### config.mk
export PLATFORM = sky130hd
export DESIGN_NAME = sd_digit_recoder
export DESIGN_NICKNAME = d
export VERILOG_FILES = /design/src/rtl/sd_digit_recoder.sv
export SDC_FILE = /design/constraint.sdc
export NUM_CORES = 1
export LEC_CHECK = 0
export ABC_AREA = 1
export CORE_ASPECT_RATIO = 0.8
export CORE_MARGIN = 10
export CORE_UTILIZATION = 40
export CTS_CLUSTER_DIAMETER = 100
export CTS_CLUSTER_SIZE = 12
export DETAILED_ROUTE_END_ITERATION = 10
export PLACE_DENSITY_LB_ADDON = 0.25
export SLEW_MARGIN = 20
export SYNTH_ARGS = -nofsm -noshare
export SYNTH_HDL_FRONTEND = slang
export SYNTH_SLANG_ARGS = --single-unit
### constraint.sdc
create_clock -name clk -period 2 [get_ports clk]
set_clock_uncertainty 0.05 [all_clocks]
set_input_delay 0.4 -clock clk [delete_from_list [all_inputs] [get_ports clk]]
set_output_delay 0.4 -clock clk [all_outputs]
set_load 0.01 [all_outputs]
### src/rtl/sd_digit_recoder.sv
// Sequential BCD-to-signed-digit recoder for the decimal multiplier.
// Streams one (yi, ysi) selection per partial product, LSD first, then the carry.
module sd_digit_recoder #(
    parameter int NDIG = 16,
    parameter int IW   = $clog2(NDIG + 1)
) (
    input  logic              clk,
    input  logic              rst_n,
    input  logic              start,
    input  logic [4*NDIG-1:0] y_bcd,
    output logic              busy,
    output logic              pp_valid,
    input  logic              pp_ready,
    output logic [4:0]        yi,
    output logic              ysi,
    output logic [IW-1:0]     pp_idx,
    output logic              pp_last,
    output logic              err
);

    typedef enum logic {IDLE, RUN} state_t;

    state_t            state_q, state_d;
    logic [4*NDIG-1:0] dig_q, dig_d;
    logic              c_q, c_d;
    logic [IW-1:0]     idx_q, idx_d;
    logic              err_q, err_d;

    logic              run;
    logic              last;
    logic              accept;
    logic              any_bad;
    logic [3:0]        d;
    logic [2:0]        mag;
    logic              neg;
    logic              cout;

    assign run    = (state_q == RUN);
    assign last   = (idx_q == IW'(NDIG));
    assign accept = run && pp_ready;

    always_comb begin
        any_bad = 1'b0;
        for (int k = 0; k < NDIG; k++) begin
            if (y_bcd[4*k +: 4] > 4'd9) begin
                any_bad = 1'b1;
            end
        end
    end

    always_ff @(posedge clk or negedge rst_n) begin
        if (!rst_n) begin
            state_q <= IDLE;
        end else begin
            state_q <= state_d;
        end
    end

    always_comb begin
        state_d = state_q;
        case (state_q)
            IDLE: if (start) state_d = RUN;
            RUN:  if (accept && last) state_d = IDLE;
            default: state_d = IDLE;
        endcase
    end

    // Digit value from the head of the shift register plus incoming carry
    always_comb begin
        d    = dig_q[3:0];
        mag  = 3'd0;
        neg  = 1'b0;
        cout = 1'b0;
        if (last) begin
            mag = {2'b00, c_q};
        end else if (d > 4'd9) begin
            mag = 3'd0;
        end else if (d < 4'd5) begin
            mag = d[2:0] + {2'b00, c_q};
        end else begin
            mag  = 3'(4'd10 - d - {3'b000, c_q});
            neg  = 1'b1;
            cout = 1'b1;
        end
    end

    always_comb begin
        dig_d = dig_q;
        c_d   = c_q;
        idx_d = idx_q;
        err_d = err_q;
        if (!run) begin
            if (start) begin
                dig_d = y_bcd;
                c_d   = 1'b0;
                idx_d = '0;
                err_d = any_bad;
            end
        end else if (accept) begin
            if (last) begin
                c_d   = 1'b0;
                idx_d = '0;
            end else begin
                dig_d = {4'b0000, dig_q[4*NDIG-1:4]};
                c_d   = cout;
                idx_d = idx_q + 1'b1;
            end
        end
    end

    always_ff @(posedge clk or negedge rst_n) begin
        if (!rst_n) begin
            dig_q <= '0;
            c_q   <= 1'b0;
            idx_q <= '0;
            err_q <= 1'b0;
        end else begin
            dig_q <= dig_d;
            c_q   <= c_d;
            idx_q <= idx_d;
            err_q <= err_d;
        end
    end

    always_comb begin
        busy     = run;
        pp_valid = run;
        pp_idx   = idx_q;
        pp_last  = run && last;
        err      = err_q;
        for (int i = 0; i < 5; i++) begin
            yi[i] = run && (mag == 3'(i + 1));
        end
        ysi = run && neg && (mag != 3'd0);
    end

endmodule

# After elaboration in Yosys (flattened, before gate mapping)
# Index checks and enable logic that the tools add are counted.
# classes
n_addsub,4
magnitude_cmp,18
eq_ne,8
muxes,36
n_bitwise,1
reduce_logical,15
# op_table
op,n
2-to-1 mux 64 bit,4
"> comparator 4 bit, second input constant",17
2-to-1 mux 1 bit,24
2-to-1 mux 5 bit,4
logical AND 1 bit,10
2-to-1 mux 3 bit,3
"== test 3 x 2 -> 1 bit, second input constant",2
"== test 3 bit, second input constant",2
"adder 5 x 1 -> 5 bit, second input constant",1
"== test 5 bit, second input constant",1
"less-than comparator 4 x 3 -> 1 bit, second input constant",1
AND reduction 2 bit,2
adder 3 x 1 -> 3 bit,1
"== test 3 x 1 -> 1 bit, second input constant",1
AND reduction 3 bit,1
nonzero test 3 bit,1
"subtractor 2 x 3 -> 3 bit, first input constant",1
subtractor 3 x 1 -> 3 bit,1
"!= test 2 x 1 -> 1 bit, second input constant",1
"!= test 2 bit, second input constant",1
case mux 1 bit (2 select lines),1
nonzero test 2 bit,1
inverter 1 bit,1
# totals
register_bits,72
in_bits,68
out_inout_bits,15

# Depth between registers and ports, before layout
# logic_depth
word_depth,17
mapped_depth,11
depth_no_buf,11

# Least setup slack after synthesis
# OpenSTA, ideal clock, no wires.
# synth_timing
kind,register to output
start,"register idx_q[0], in the netlist pp_idx[0]"
end,output port yi[3]
arrival_time_ns,1.382
setup_slack_ns,0.168
stages_incl_launch_ff,10
n_path_buf,0
path_cell_list,dfrtp_1 inv_1 ha_1 nand2_1 nor2_1 nor2_2 o21ai_1 nor2_1 nand2_1 nor2_1
# synth_via
elab_chain_len,4
# synth_lines
element,line,text
"start, declared",26,"logic [IW-1:0] idx_q, idx_d;"
"start signal, assigned",120,idx_q <= idx_d;
== test 5 bit,39,assign last = (idx_q == IW'(NDIG));
2-to-1 mux 3 bit,74,if (last) begin
== test 3 bit,132,yi[i] = run && (mag == 3'(i + 1));
logical AND 1 bit,132,
"end, declared",14,"output logic [4:0] yi,"
# Every way passes these cells.

# Worst setup path in the final report
# layout_timing
start,register c_q
end,output port ysi
# layout_via
elab_chain_len,6
word_cells_on_any_way,7
classes_between,add/sub (2); mux (3); reduce/logical (2)
# layout_lines
element,line,text
"start, declared",25,"logic c_q, c_d;"
"start signal, assigned",114,c_q <= 1'b0;
"start signal, assigned",119,c_q <= c_d;
subtractor 3 x 1 -> 3 bit / adder 3 x 1 -> 3 bit (equally long branches),"81, 79",
2-to-1 mux 3 bit,78,end else if (d < 4'd5) begin
2-to-1 mux 3 bit,76,end else if (d > 4'd9) begin
2-to-1 mux 3 bit *,74,
nonzero test 3 bit *,134,ysi = run && neg && (mag != 3'd0);
logical AND 1 bit *,134,
"end, declared",15,"output logic ysi,"
# Every way passes the cells marked *; elsewhere a longest branch is shown, timed or not.

==> impl_metrics.env <==
export IMPL_outcome="complete, but fails checks"
export IMPL_failed_checks="negative setup slack"
export IMPL_drive_above_1_share_pct=27.05
export IMPL_die_x_um=141.1
export IMPL_cts_buffer_depth=2
export IMPL_crit_chain="inv_1 > ha_2 > ha_4 > inv_1 > nand2_1 > nand3_2 > nand2_2 > nor2_1 > nor2_1 > buf_2"
export IMPL_core_area_um2=11470
export IMPL_cts_clk_slew_worst_paths_ns=0.06
export IMPL_slew_headroom_pct=57.69
export IMPL_fp_row_count=35
export IMPL_clock_fmax_mhz=442.6
export IMPL_grt_pass1_vias=3728
export IMPL_r2r_cells=11
export IMPL_hpwlAfterDp_mm=8.196
export IMPL_synth_area_um2=4692
export IMPL_post_route_util_pct=54.92
export IMPL_slowest_delay_ns=0.37
export IMPL_clock_sinks=72
export IMPL_track_usage_pct=14.14
export IMPL_async_reset_ff_share_pct=100.0
export IMPL_io_pins=83
export IMPL_yosysSeqAreaShare_pct=38.40
export IMPL_yosysMostFrequentCell="nand2_1"
export IMPL_wirelength_mm=11.24
export IMPL_clk_latency_ns=0.33
export IMPL_gp_congestion=0.8499
export IMPL_min_period_ns=2.260
export IMPL_period_share_pct=113.0
export IMPL_drt_iter0_markers=170
export IMPL_ant_nets=0
export IMPL_swShare_pct=36.13
export IMPL_synthesis_nets=549
export IMPL_wl_per_cell_um=15.35
export IMPL_initial_core_util_pct=40.89
export IMPL_ys_top_cells_by_count="nand2_1 (150), nor2_1 (79), dfrtp_1 (72), a31oi_4 (60), o21ai_0 (18)"
export IMPL_ys_top_cells_by_area="dfrtp_1 (38%), a31oi_4 (27%), nand2_1 (12%)"
export IMPL_avgSynthCellArea_um2=9.878
export IMPL_die_y_um=116.9
export IMPL_grt_pass1_wl_mm=18.93
export IMPL_reg2reg_from="pp_idx[0]$_DFFE_PN0P_"
export IMPL_grt_max_degree=61
export IMPL_holdPathStages=2
export IMPL_power_switching_w=0.002973
export IMPL_netlist_area_leader_share_pct=38.40
export IMPL_netlist_instances=475
export IMPL_drcViolationCount=0
export IMPL_nets=653
export IMPL_critPathRequiredTime_ns=1.55
export IMPL_reg2reg_to="dig_q[16]$_DFFE_PN0P_"
export IMPL_yosysWarnings=0
export IMPL_n_antenna_cell=0
export IMPL_root_buffer="clkbuf_16"
export IMPL_finalSetupViolCount=6
export IMPL_die_area_um2=16490
export IMPL_cts_tree="built"
export IMPL_worstMarginPinSlew_ns=0.6346
export IMPL_reg2reg_slack_ns=0.20
export IMPL_leakage_nw=2.561
export IMPL_antenna_found_initial=0
export IMPL_place_port_buffers=82
export IMPL_fin_total_pwr_w=0.008231
export IMPL_detail_route_first_pass_iterations=4
export IMPL_grt_overflow=0
export IMPL_synth_top_cell_by_area="dfrtp_1"
export IMPL_critPathMaxFanout=3
export IMPL_vias=3545
export IMPL_rsz0062_at_grt="true"
export IMPL_synth_distinct_cells=25
export IMPL_hold_start="dig_q[61]$_DFFE_PN0P_"
export IMPL_criticalPathCategory="reg2out"
export IMPL_worstPathArrival_ns=1.81
export IMPL_crit_slowest_cell="dfrtp_1"
export IMPL_ys_seq_elements=72
export IMPL_synth_edf_count=0
export IMPL_worst_slack_ns=-0.2595
export IMPL_areaGrowthSynthToFinish_pct=34.29
export IMPL_seqPwrFrac_pct=29.0
export IMPL_finalMaxSlewViolations=0
export IMPL_hold_path_endpoint="dig_q[61]$_DFFE_PN0P_"
export IMPL_cellPowerDensity_nw_per_um2=1306
export IMPL_maxCapViolations=0
export IMPL_cts_buffers=9
export IMPL_synth_ff_type="dfrtp_1"
export IMPL_p_comb_share_pct=46.7
export IMPL_cp_start_kind="flop"
export IMPL_min_path_type="reg2reg"
export IMPL_clock_power_share_pct=24.3
export IMPL_ir_drop_uv=473.1
export IMPL_crit_path_end_kind="output port"
export IMPL_power_internal_w=0.005257
export IMPL_hold_viol_final=0
export IMPL_htree_levels=3
export IMPL_avgViaCountPerCell=4.843
## worst max path at each step
stage / start / endpoint / slack, ns / cells past startpoint
4_1_cts: c_q$_DFFE_PN0P_ / ysi / -0.28 / 8
6_report: c_q$_DFFE_PN0P_ / ysi / -0.26 / 10
2_1_floorplan: pp_idx[0]$_DFFE_PN0P_ / yi[3] / 0.17 / 9
3_3_place_gp: dig_q[0]$_DFFE_PN0P_ / yi[4] / -0.33 / 8
3_5_place_dp: dig_q[0]$_DFFE_PN0P_ / ysi / -0.40 / 9
5_1_grt: c_q$_DFFE_PN0P_ / ysi / -0.38 / 10
## timing repair
item                                    4_1_cts  5_1_grt
gates resized for setup                      40       18
hold endpoints to repair                     32        0
hold buffers                                  1        0
cloned                                        0        0
setup buffers                                 1        3
endpoints found under the setup margin        7        7
pin swaps                                    13        7
## worst max-delay path, delay by kind of cell (launching register included)
kind	cells	cell delay, ns
adder cells (fa/ha/maj)	2	0.44
flip-flops	1	0.37
AND/OR/NAND/NOR	5	0.42
buffers and inverters	3	0.24
## area by class of cell
class	instances	area [um2]
flip-flops and latches	72	1804
well taps	148	185.2
clock buffers	10	239.0
clock inverters	6	130.1
inverters	23	87.58
repair buffers	122	1177
fillers	1001	5172
multi-input cells	351	2678
## layout by cell type, fill, tap and decap left out, types with 2 or more instances in the layout
master | Yosys | layout
xor2_1 | 3 | 2
nand2_2 | 0 | 4
buf_2 | 7 | 7
nand2_4 | 2 | 3
nand3_2 | 0 | 3
dfrtp_1 | 72 | 70
o21ai_0 | 18 | 18
buf_12 | 7 | 7
dfrtp_2 | 0 | 2
clkinv_2 | 0 | 3
ha_4 | 0 | 3
nand2_8 | 2 | 2
a31oi_4 | 60 | 60
nor2_1 | 79 | 77
clkbuf_16 | 0 | 9
o21ai_2 | 0 | 2
inv_2 | 6 | 7
nor2_2 | 2 | 2
nor2_4 | 0 | 2
buf_4 | 3 | 32
nand4_1 | 2 | 2
nand3_1 | 16 | 13
inv_1 | 16 | 15
nand2_1 | 150 | 145
clkdlybuf4s50_1 | 0 | 74
ha_2 | 0 | 2
bufinv_16 | 0 | 4
o22ai_1 | 3 | 3
## state kept, by name, indices dropped and copies added, names as in the netlist
name / cells
busy: 1
pp_idx: 5
c_q: 1
dig_q: 64
err: 1
## power by group through the flow
stage	Clock (W)	Sequential [W]	Combinational, W
2_1_floorplan	0	0.00232	0.00269
3_3_place_gp	0	0.00235	0.00358
3_5_place_dp	0	0.00238	0.00364
4_1_cts	0.00203	0.00238	0.00371
5_1_grt	0.00210	0.00246	0.00420
6_report	0.00200	0.00238	0.00385
## through the flow
| stage | worst slack, ns | hold slack [ns] | cells | area (um2) | setup TNS, ns |
|---|---|---|---|---|---|
| floorplan | 0.1682 | 0.05441 | 475 | 4692 | 0 |
| global placement | -0.3259 | 0.3397 | 711 | 5804 | -1.883 |
| detailed placement | -0.4037 | 0.3409 | 711 | 5804 | -2.301 |
| CTS | -0.2827 | 0.4689 | 729 | 6203 | -1.457 |
| global route | -0.3775 | 0.4871 | 732 | 6301 | -2.046 |
| finish | -0.2595 | 0.4626 | 732 | 6301 | -1.305 |
## cells by family after synthesis
logic type | after synthesis | share of synthesized area, %
xor gates and xnor gates | 4 | 0.7468
DFF | 72 | 38.40
adders and majority gates | 6 | 1.600
buffers and inverters | 52 | 7.013
and+or+nand+nor | 254 | 22.03
AOI/OAI and AO/OA | 87 | 30.21
## per-layer routing
layer | global-route usage, % | up-vias | wire length, um
li1 | - | 1785 | -
met1 | 17.59 | 1688 | 5273
met2 | 23.61 | 60 | 5378
met3 | 3.790 | 12 | 416
met4 | 4.121 | 0 | 167
met5 | 0 | - | 0
Power figures use the tool's default switching activity.
